## src/rtl/mem_access_pkg.sv

```systemverilog
// Shared definitions for the memory access unit: size encodings, byte counts and FSM states.
package mem_access_pkg;

   localparam logic [1:0] SIZE_BYTE    = 2'b00;
   localparam logic [1:0] SIZE_HALF    = 2'b01;
   localparam logic [1:0] SIZE_WORD    = 2'b10;
   localparam logic [1:0] SIZE_ILLEGAL = 2'b11;

   localparam logic [2:0] BYTES_BYTE = 3'd1;
   localparam logic [2:0] BYTES_HALF = 3'd2;
   localparam logic [2:0] BYTES_WORD = 3'd4;

   typedef enum logic [1:0] {
      IDLE  = 2'd0,
      READ  = 2'd1,
      WRITE = 2'd2,
      RESP  = 2'd3
   } accState_t;

   // Illegal encodings report a word width; they are rejected before the width is used.
   function automatic logic [2:0] sizeBytes(input logic [1:0] size);
      case (size)
         SIZE_BYTE: sizeBytes = BYTES_BYTE;
         SIZE_HALF: sizeBytes = BYTES_HALF;
         default:   sizeBytes = BYTES_WORD;
      endcase
   endfunction

endpackage

```

## src/rtl/mem_lane_align.sv

```systemverilog
// Combinational lane logic: extracts/extends load lanes and merges store lanes into an old word.
module mem_lane_align
   import mem_access_pkg::*;
(
   input  logic [1:0]  lane,
   input  logic [1:0]  size,
   input  logic        isUnsigned,
   input  logic [31:0] oldWord,
   input  logic [31:0] wdata,
   output logic [31:0] loadData,
   output logic [31:0] mergedWord
);

   logic [4:0]  byteShift;
   logic [4:0]  halfShift;
   logic [7:0]  laneByte;
   logic [15:0] laneHalf;

   always_comb begin
      byteShift  = {lane, 3'b000};
      halfShift  = {lane[1], 4'b0000};
      laneByte   = 8'(oldWord >> byteShift);
      laneHalf   = 16'(oldWord >> halfShift);
      loadData   = oldWord;
      mergedWord = wdata;
      case (size)
         SIZE_BYTE: begin
            loadData   = isUnsigned ? {24'b0, laneByte} : {{24{laneByte[7]}}, laneByte};
            mergedWord = (oldWord & ~(32'h0000_00FF << byteShift))
                       | ({24'b0, wdata[7:0]} << byteShift);
         end
         SIZE_HALF: begin
            loadData   = isUnsigned ? {16'b0, laneHalf} : {{16{laneHalf[15]}}, laneHalf};
            mergedWord = (oldWord & ~(32'h0000_FFFF << halfShift))
                       | ({16'b0, wdata[15:0]} << halfShift);
         end
         default: begin
            loadData   = oldWord;
            mergedWord = wdata;
         end
      endcase
   end

endmodule

```

## src/rtl/mem_access_unit.sv

```systemverilog
// Load/store unit between a CPU request port and a word-wide memory.
// Halfword accesses are enabled by defining MEM_ACCESS_HALFWORD_EN; otherwise size 01 is illegal.
//
// state | meaning
// IDLE  | ready for a request
// READ  | memory read strobe (load, or old word for a sub-word store)
// WRITE | memory write strobe with the final word
// RESP  | response held until the CPU accepts it
module mem_access_unit
   import mem_access_pkg::*;
#(
   parameter int MEM_BYTES = 32
) (
   input  logic        clk_i,
   input  logic        rst_i,
   input  logic        req_valid_i,
   output logic        req_ready_o,
   input  logic        req_write_i,
   input  logic [1:0]  req_size_i,
   input  logic        req_unsigned_i,
   input  logic [31:0] req_addr_i,
   input  logic [31:0] req_wdata_i,
   output logic        resp_valid_o,
   input  logic        resp_ready_i,
   output logic [31:0] resp_rdata_o,
   output logic        resp_err_o,
   output logic [31:0] Address_o,
   output logic [31:0] WriteData_o,
   output logic        MemWrite_o,
   output logic        MemRead_o,
   input  logic [31:0] ReadData_i
);

   accState_t   state, nextState;
   logic [31:0] addrQ;
   logic [1:0]  sizeQ;
   logic        unsignedQ;
   logic        writeQ;
   logic [31:0] wordQ;
   logic [31:0] rdataQ;
   logic        errQ;

   logic        accept;
   logic        sizeIllegal;
   logic        misaligned;
   logic        outOfRange;
   logic        reqErr;
   logic [31:0] loadData;
   logic [31:0] mergedWord;

   always_comb begin
`ifdef MEM_ACCESS_HALFWORD_EN
      sizeIllegal = (req_size_i == SIZE_ILLEGAL);
`else
      sizeIllegal = (req_size_i == SIZE_ILLEGAL) || (req_size_i == SIZE_HALF);
`endif
      misaligned  = ((req_size_i == SIZE_WORD) && (req_addr_i[1:0] != 2'b00))
                 || ((req_size_i == SIZE_HALF) && req_addr_i[0]);
      outOfRange  = ({1'b0, req_addr_i} + 33'(sizeBytes(req_size_i))) > 33'(MEM_BYTES);
      reqErr      = sizeIllegal || misaligned || outOfRange;
      accept      = req_valid_i && (state == IDLE);
   end

   mem_lane_align uLaneAlign (
      .lane       (addrQ[1:0]),
      .size       (sizeQ),
      .isUnsigned (unsignedQ),
      .oldWord    (ReadData_i),
      .wdata      (wordQ),
      .loadData   (loadData),
      .mergedWord (mergedWord)
   );

   always_comb begin
      nextState = state;
      case (state)
         IDLE: begin
            if (accept) begin
               if (reqErr)                       nextState = RESP;
               else if (!req_write_i)            nextState = READ;
               else if (req_size_i == SIZE_WORD) nextState = WRITE;
               else                              nextState = READ;
            end
         end
         READ:    nextState = writeQ ? WRITE : RESP;
         WRITE:   nextState = RESP;
         RESP:    nextState = resp_ready_i ? IDLE : RESP;
         default: nextState = IDLE;
      endcase
   end

   always_ff @(posedge clk_i) begin
      if (rst_i) begin
         state     <= IDLE;
         addrQ     <= '0;
         sizeQ     <= '0;
         unsignedQ <= 1'b0;
         writeQ    <= 1'b0;
         wordQ     <= '0;
         rdataQ    <= '0;
         errQ      <= 1'b0;
      end else begin
         state <= nextState;
         case (state)
            IDLE: begin
               if (accept) begin
                  addrQ     <= req_addr_i;
                  sizeQ     <= req_size_i;
                  unsignedQ <= req_unsigned_i;
                  writeQ    <= req_write_i;
                  wordQ     <= req_wdata_i;
                  errQ      <= reqErr;
                  rdataQ    <= '0;
               end
            end
            // A sub-word store reuses wordQ to hold the merged word for WRITE.
            READ: begin
               if (writeQ) wordQ  <= mergedWord;
               else        rdataQ <= loadData;
            end
            default: ;
         endcase
      end
   end

   always_comb begin
      req_ready_o  = (state == IDLE);
      resp_valid_o = (state == RESP);
      resp_rdata_o = (state == RESP) ? rdataQ : 32'h0;
      resp_err_o   = (state == RESP) && errQ;
      MemRead_o    = (state == READ);
      MemWrite_o   = (state == WRITE);
      Address_o    = (MemRead_o || MemWrite_o) ? {addrQ[31:2], 2'b00} : 32'h0;
      WriteData_o  = MemWrite_o ? wordQ : 32'h0;
   end

endmodule
```

## config.mk

```make
export PLATFORM = sky130hd
export DESIGN_NAME = mem_access_unit
export DESIGN_NICKNAME = d
export VERILOG_FILES = /design/src/rtl/mem_access_pkg.sv /design/src/rtl/mem_lane_align.sv /design/src/rtl/mem_access_unit.sv
export SDC_FILE = /design/constraint.sdc
export NUM_CORES = 1
export LEC_CHECK = 0
export ABC_CLOCK_PERIOD_IN_PS = 3000
export CAP_MARGIN = 20
export CORE_MARGIN = 5
export CORE_UTILIZATION = 43
export CTS_CLUSTER_DIAMETER = 40
export DETAILED_ROUTE_END_ITERATION = 8
export HOLD_SLACK_MARGIN = 0.1
export PLACE_DENSITY_LB_ADDON = 0.08
export SLEW_MARGIN = 20
export SYNTH_ARGS = -nofsm -noshare
export SYNTH_HDL_FRONTEND = slang
export SYNTH_SLANG_ARGS = --single-unit
```

## constraint.sdc

```tcl
create_clock -name clk_i -period 3 [get_ports clk_i]
set_input_delay 0.9 -clock clk_i [delete_from_list [all_inputs] [get_ports clk_i]]
set_output_delay 0.9 -clock clk_i [all_outputs]
set_load 0.05 [all_outputs]
```

# Word level (Yosys, flattened, before mapping)
# Index checks and enable logic that the tools add are counted.
[totals]
regBits = 103
[op_classes]
n_bitwise = 6
add_sub_neg = 1
n_mux = 21
eq_ne = 11
reduce_logical = 17
n_lt_le_gt_ge = 1
n_shift = 6
[op_table]
columns = ["operator", "n"]
rows = [
  ["two-way mux 32 bit", 9],
  ["case mux 32 bit (2 select lines)", 4],
  ["AND 32 bit", 2],
  ["inverter 32 bit", 2],
  ["bitwise OR 32 bit", 2],
  ["adder 32 x 3 -> 33 bit", 1],
  ["greater-than comparator 33 x 6 -> 1 bit (second input constant)", 1],
  ["left shift 16 x 5 -> 32 bit", 1],
  ["left shift 16 x 5 -> 32 bit (first input constant)", 1],
  ["left shift 8 x 5 -> 32 bit", 1],
  ["left shift 8 x 5 -> 32 bit (first input constant)", 1],
  [">> shifter 32 x 5 -> 16 bit", 1],
  [">> shifter 32 x 5 -> 8 bit", 1],
  ["two-way mux 2 bit", 5],
  ["== test 2 bit (second input constant)", 4],
  ["case mux 2 bit (4 select lines)", 1],
  ["== test 2 x 1 -> 1 bit (second input constant)", 3],
  ["zero test 2 bit", 3],
  ["case mux 3 bit (2 select lines)", 1],
  ["logical OR 1 bit", 5],
  ["logical AND 1 bit", 4],
  ["inequality test 2 x 1 -> 1 bit (second input constant)", 2],
  ["AND reduction 4 bit", 1],
  ["nonzero test 2 bit", 2],
  ["other kinds (5)", 5],
]

# Depth between registers and ports, before layout
[logic_depth]
ltp_word = 8
ltp_mapped = 11
depth_no_buf = 10

# By module
# A second synthesis with hierarchy kept.
[hier_totals]
hier_cells = 892
area_unflattened_um2 = 6976.7
[modules_own_cells]
columns = ["module", "instances", "cells_per_inst", "seq_area_each_um2", "area_each_um2"]
rows = [
  ["mem_access_unit", 1, 676, 2062.0, 5406.4],
  ["mem_lane_align", 1, 216, 0.0, 1570.3],
]

# Worst setup path after synthesis
# No wires, ideal clock.
[synth_path]
path_kind = "input port to flip-flop"
start = "input port req_size_i[0]"
end = "register state[0]"
cell_stages = 9
setup_time_ps = 128
arrival_ps = 2983
slack_ps = -110
path_buffers = 0
path_cell_list = "nor2b_1 ha_1 a211oi_1 or4_4 a2111o_1 a22oi_2 nand4_2 o31ai_2 a21oi_1"
[synth_between]
elab_chain_cells = 8
[synth_rtl]
columns = ["element", "line", "text"]
rows = [
  ["start, declared", "mem_access_unit.sv:19", "input logic [1:0] req_size_i,"],
  ["== test 2 x 1 -> 1 bit, or another cell as far along", "mem_access_pkg.sv:22, mem_access_unit.sv:55, mem_access_unit.sv:58", ""],
  ["case mux 3 bit (2 select lines), or another cell as far along", "mem_access_pkg.sv:22", "case (size)"],
  ["adder 32 x 3 -> 33 bit or logical OR 1 bit (tied branches)", "mem_access_unit.sv:59, mem_access_unit.sv:58", ""],
  ["greater-than comparator 33 x 6 -> 1 bit or logical OR 1 bit (tied branches)", "mem_access_unit.sv:59, mem_access_unit.sv:60", ""],
  ["logical OR 1 bit", "mem_access_unit.sv:60", "reqErr = sizeIllegal || misaligned || outOfRange;"],
  ["two-way mux 2 bit (*)", "mem_access_unit.sv:79", "if (reqErr) nextState = RESP;"],
  ["two-way mux 2 bit (*)", "mem_access_unit.sv:78", "if (accept) begin"],
  ["case mux 2 bit (4 select lines) (*)", "mem_access_unit.sv:76", "case (state)"],
  ["end signal, assigned", "mem_access_unit.sv:103", "state <= nextState;"],
  ["end, declared", "mem_access_unit.sv:34", "accState_t state, nextState;"],
]
# Mark *: on every way between the ends. The rest lies on a longest branch, timed or not. The select of a mux whose other input is x is not followed.
# A chain may end at the register's enable or synchronous reset.

# Worst setup path after layout
[layout_path]
start = "input port req_addr_i[0]"
end = "register errQ"
[layout_between]
elab_chain_cells = 5
[layout_rtl]
columns = ["element", "line", "text"]
rows = [
  ["start, declared", "mem_access_unit.sv:21", "input logic [31:0] req_addr_i,"],
  ["parallel branches: the longest is 4 deep, another holds adder 32 x 3 -> 33 bit", "-", ""],
  ["logical OR 1 bit (*)", "mem_access_unit.sv:60", ""],
  ["end signal, assigned", "mem_access_unit.sv:112", "errQ <= reqErr;"],
  ["end, declared", "mem_access_unit.sv:41", "logic errQ;"],
]
# Every way passes the cells marked *.

==> summary.txt <==
Route
  – Detailed Routing Iterations Pass 1: 5
  – Drt drc: 0
  – Routed len/inst: 17.76 µm
  – Vias per cell: 5.535
  – DRT iter0 DRCs: 577
  – Vias: 7,329
  – Routed Antenna Nets: 0
  – Detailed Route WL: 23.52 mm

Logic synthesis
  – Post-synth ARST share: 0
  – Synth unique cells: 68
  – Synthesized area: 0.006407 mm²
  – Mapped Cells: 904
  – Main flop type after synthesis: dfxtp_1
  – Synth area leaders: dfxtp_1 (32%), a21oi_1 (10%), and2_1 (9.8%)
  – Share of the synthesized area in the top cell type: 0.3218
  – Total number of yosys warnings: 0
  – Post-synthesis sequential area ratio: 0.3218
  – Synthesis-stage register bit count: 103
  – Syn avg cell area: 7.088 µm²
  – Area leader, netlist: dfxtp_1
  – Post-synth EDFFs: 0

Clock tree
  – Worst-skew pair later-pin latency: 360 ps
  – Clk buf depth: 2
  – CTS tree: yes
  – Clock slew at reported path FFs: 70 ps
  – CTS H-tree lvls: 3
  – Post-CTS Hold Fix Bufs: 0
  – Clk sinks: 103
  – CTS root buffer: clkbuf_16
  – CTS Buf Count: 9

STA
  – Max Slew Vio Count: 0
  – Final setup vio count: 0
  – RSZ-0062 raised after global routing: true
  – Final Cycle Share: 0.9855
  – Relative slew margins: 0.6241
  – Fmax achieved: 0.3383 GHz
  – Post-layout minimum cycle time: 2956 ps
  – Hold Violations, Final: 0
  – Clk_skew: slightly below 9 ps
  – Worst Tran Pin Value: 562.6 ps

Min path
  – Hold Path Class: reg -> reg
  – Hold path depth: 2
  – Min-Delay Endpoint: rdataQ[0]$_SDFFE_PP0P_
  – Worst hold start: rdataQ[0]$_SDFFE_PP0P_

Pwr
  – Pwr dens: 641.3 mW/mm²
  – Sequential fraction of design power: 0.290
  – Switching portion of total power: 0.4270
  – Pint: approximately 3.8 mW
  – Static leakage: ~4.0 nW
  – Switching Power: 2.844 mW
  – VDD IR max: 0.0003205 V
  – Comb pwr share: 0.525
  – Clock power frac: 0.185

Worst setup path
  – Crit. End Element: flop
  – R2r endpoint: wordQ[22]$_SDFFE_PP0P_
  – Crit path arrival time: 3190 ps
  – Worst flop-to-flop path startpoint: sizeQ[0]$_SDFFE_PP0P_
  – Startpoint Class: input port
  – Worst R2R Setup Slack: 730 ps
  – CP required: 3230 ps
  – Crit path max fanout: 3
  – R2R cell count: 8
  – Worst setup path class: in -> reg

Floorplanning
  – # IOs: 205
  – Cell row count: 44
  – Starting density of the core: 0.4392
  – DIE AREA: 0.01744 mm²
  – Overall die height: 132.1 µm
  – Die Wd: 132.1 µm
  – Core Region: 0.01459 mm²

Job
  – MaxCap Viol Count: 0

Global route
  – First-pass GRT wire length: 37.56 mm
  – Initial antenna violation count: 0
  – Number of global-route vias before repair: about 7,100
  – Gr ovfl total: 0
  – Pin count of the biggest net entering global routing: 52
  – Tot GR Track Use: 0.2611

Layout
  – Register area: 0.002062 mm²
  – Filler cell count: 1,207
  – Ant diodes: 0
  – Post-route insts no fill: 1,324
  – Layout area overhead: 62.12%
  – NumNets Final: 1,247
  – Design Area, Final: 0.01039 mm²
  – Commonest non-fill, non-tap cell in the layout: nand2_1
  – Most frequent cells in the layout: nand2_1 (153), a21oi_1 (128), dfxtp_1 (103)
  – Layout Utilization: 0.7120
  – Layout cells sized above 1: 0.2053
  – Area occupied by multi-input gates: 0.004089 mm²

Placement
  – Final RePlAce weighted congestion: 0.9456
  – Placed Area: 0.009997 mm²
  – Placed Cells incl. Taps: approximately 1,300
  – Dpl hpwl: 18.13 mm
  – IO buf count: 202

Status
  – Status: finished, final reports clean
[layout make-up]
type,count,area share
Tap cell,184,0.02216
Inverter,18,0.006504
Clock buffer,11,0.02433
Sequential cell,103,0.1985
Clock inverter,5,0.005420
Multi-Input combinational cell,719,0.3936
Timing Repair Buffer,284,0.3494
[stage by stage]
stage               total power, mW  TNS, ps  hold slack (ps)  setup slack, ps
floorplan                     3.972        0            427.3            1.444
global placement              5.401    -3385            433.9           -736.5
detailed placement            5.434    -3510            441.1           -766.5
CTS                           6.685        0            450.4            6.949
global route                  7.074   -148.4            463.0           -78.52
finish                        6.661        0            448.9            43.64
[logic make-up (layout without fill, tap and decap cells)]
| logic type | after synthesis | count (layout) | synth area share |
|---|---|---|---|
| AO/OA/AOI/OAI | 267 | 267 | 0.2543 |
| XOR/XNOR | 4 | 4 | 0.005469 |
| adder cells (fa/ha/maj) | 8 | 8 | 0.01679 |
| buffers and inverters | 83 | 318 | 0.05487 |
| flip-flops | 103 | 103 | 0.3218 |
| multiplexers | 14 | 14 | 0.02421 |
| other | 1 | 2 | 0.0005853 |
| AND/OR/NAND/NOR | 424 | 424 | 0.3220 |
[how the worst max path moves through the flow]
stage	slack, ps	startpoint	end
detailed placement	-770	req_size_i[1]	state[0]$_SDFFE_PP0P_
global route	-80	req_addr_i[9]	state[0]$_SDFFE_PP0P_
CTS	7	req_size_i[1]	errQ$_SDFFE_PP0P_
finish	40	req_addr_i[0]	errQ$_SDFFE_PP0P_
global placement	-740	req_size_i[1]	state[0]$_SDFFE_PP0P_
floorplan	1	req_size_i[0]	state[0]$_SDFFE_PP0P_
[routing by layer]
metal,part of all wire,wire length (µm),GRT usage,up-vias
met5,0,0,0,-
met4,0.016,386,0.06971,0
met3,0.066,1563,0.06069,28
met2,0.51,12050,0.4570,286
met1,0.40,9519,0.3214,3396
li1,-,-,-,3619
[repair_timing]
| action | CTS | global route |
|---|---|---|
| pin swaps | 13 | 4 |
| setup endpoints to repair | 3 | 39 |
| setup buffers | 1 | 0 |
| resized for setup | 18 | 10 |
[Yosys cell counts, types with 2 or more instances]
library cell	instances
dfxtp_1	103
xor2_1	2
ha_1	7
or2_2	4
a211o_1	3
nor2_1	79
and3_1	3
a41oi_1	2
mux2_2	2
buf_6	2
o21a_1	4
nor3_1	15
o21ai_0	30
o221ai_1	7
clkbuf_1	54
nor2b_1	12
nand4_1	13
nand2b_1	7
a211oi_1	19
o2111ai_1	2
buf_2	2
nand3_1	25
inv_1	18
a22oi_1	17
xnor2_1	2
o22ai_1	11
buf_1	2
mux2i_1	11
a21oi_1	131
o21ai_1	2
and2_1	100
a31oi_1	10
a311oi_1	2
and2_2	2
a21o_1	4
nand2_1	153
o221a_2	2
buf_4	3
o211ai_1	8
[power groups by stage]
stage	clock network [mW]	registers, mW	logic (mW)
finish	1.23	1.93	3.50
detailed placement	0	1.96	3.48
CTS	1.26	1.93	3.50
global route	1.32	1.97	3.78
floorplan	0	1.86	2.11
global placement	0	1.95	3.45
[critical path: stages]
cell           delay [ps]
dlygate4sd2_1         250
ha_2                  190
fa_2                  380
buf_4                 160
or2_2                 280
o21ai_0                80
a31oi_1               110
mux2i_1               240
nand4_1               230
o31ai_4               280
a21oi_1                90
Power figures use the tool's default switching activity.
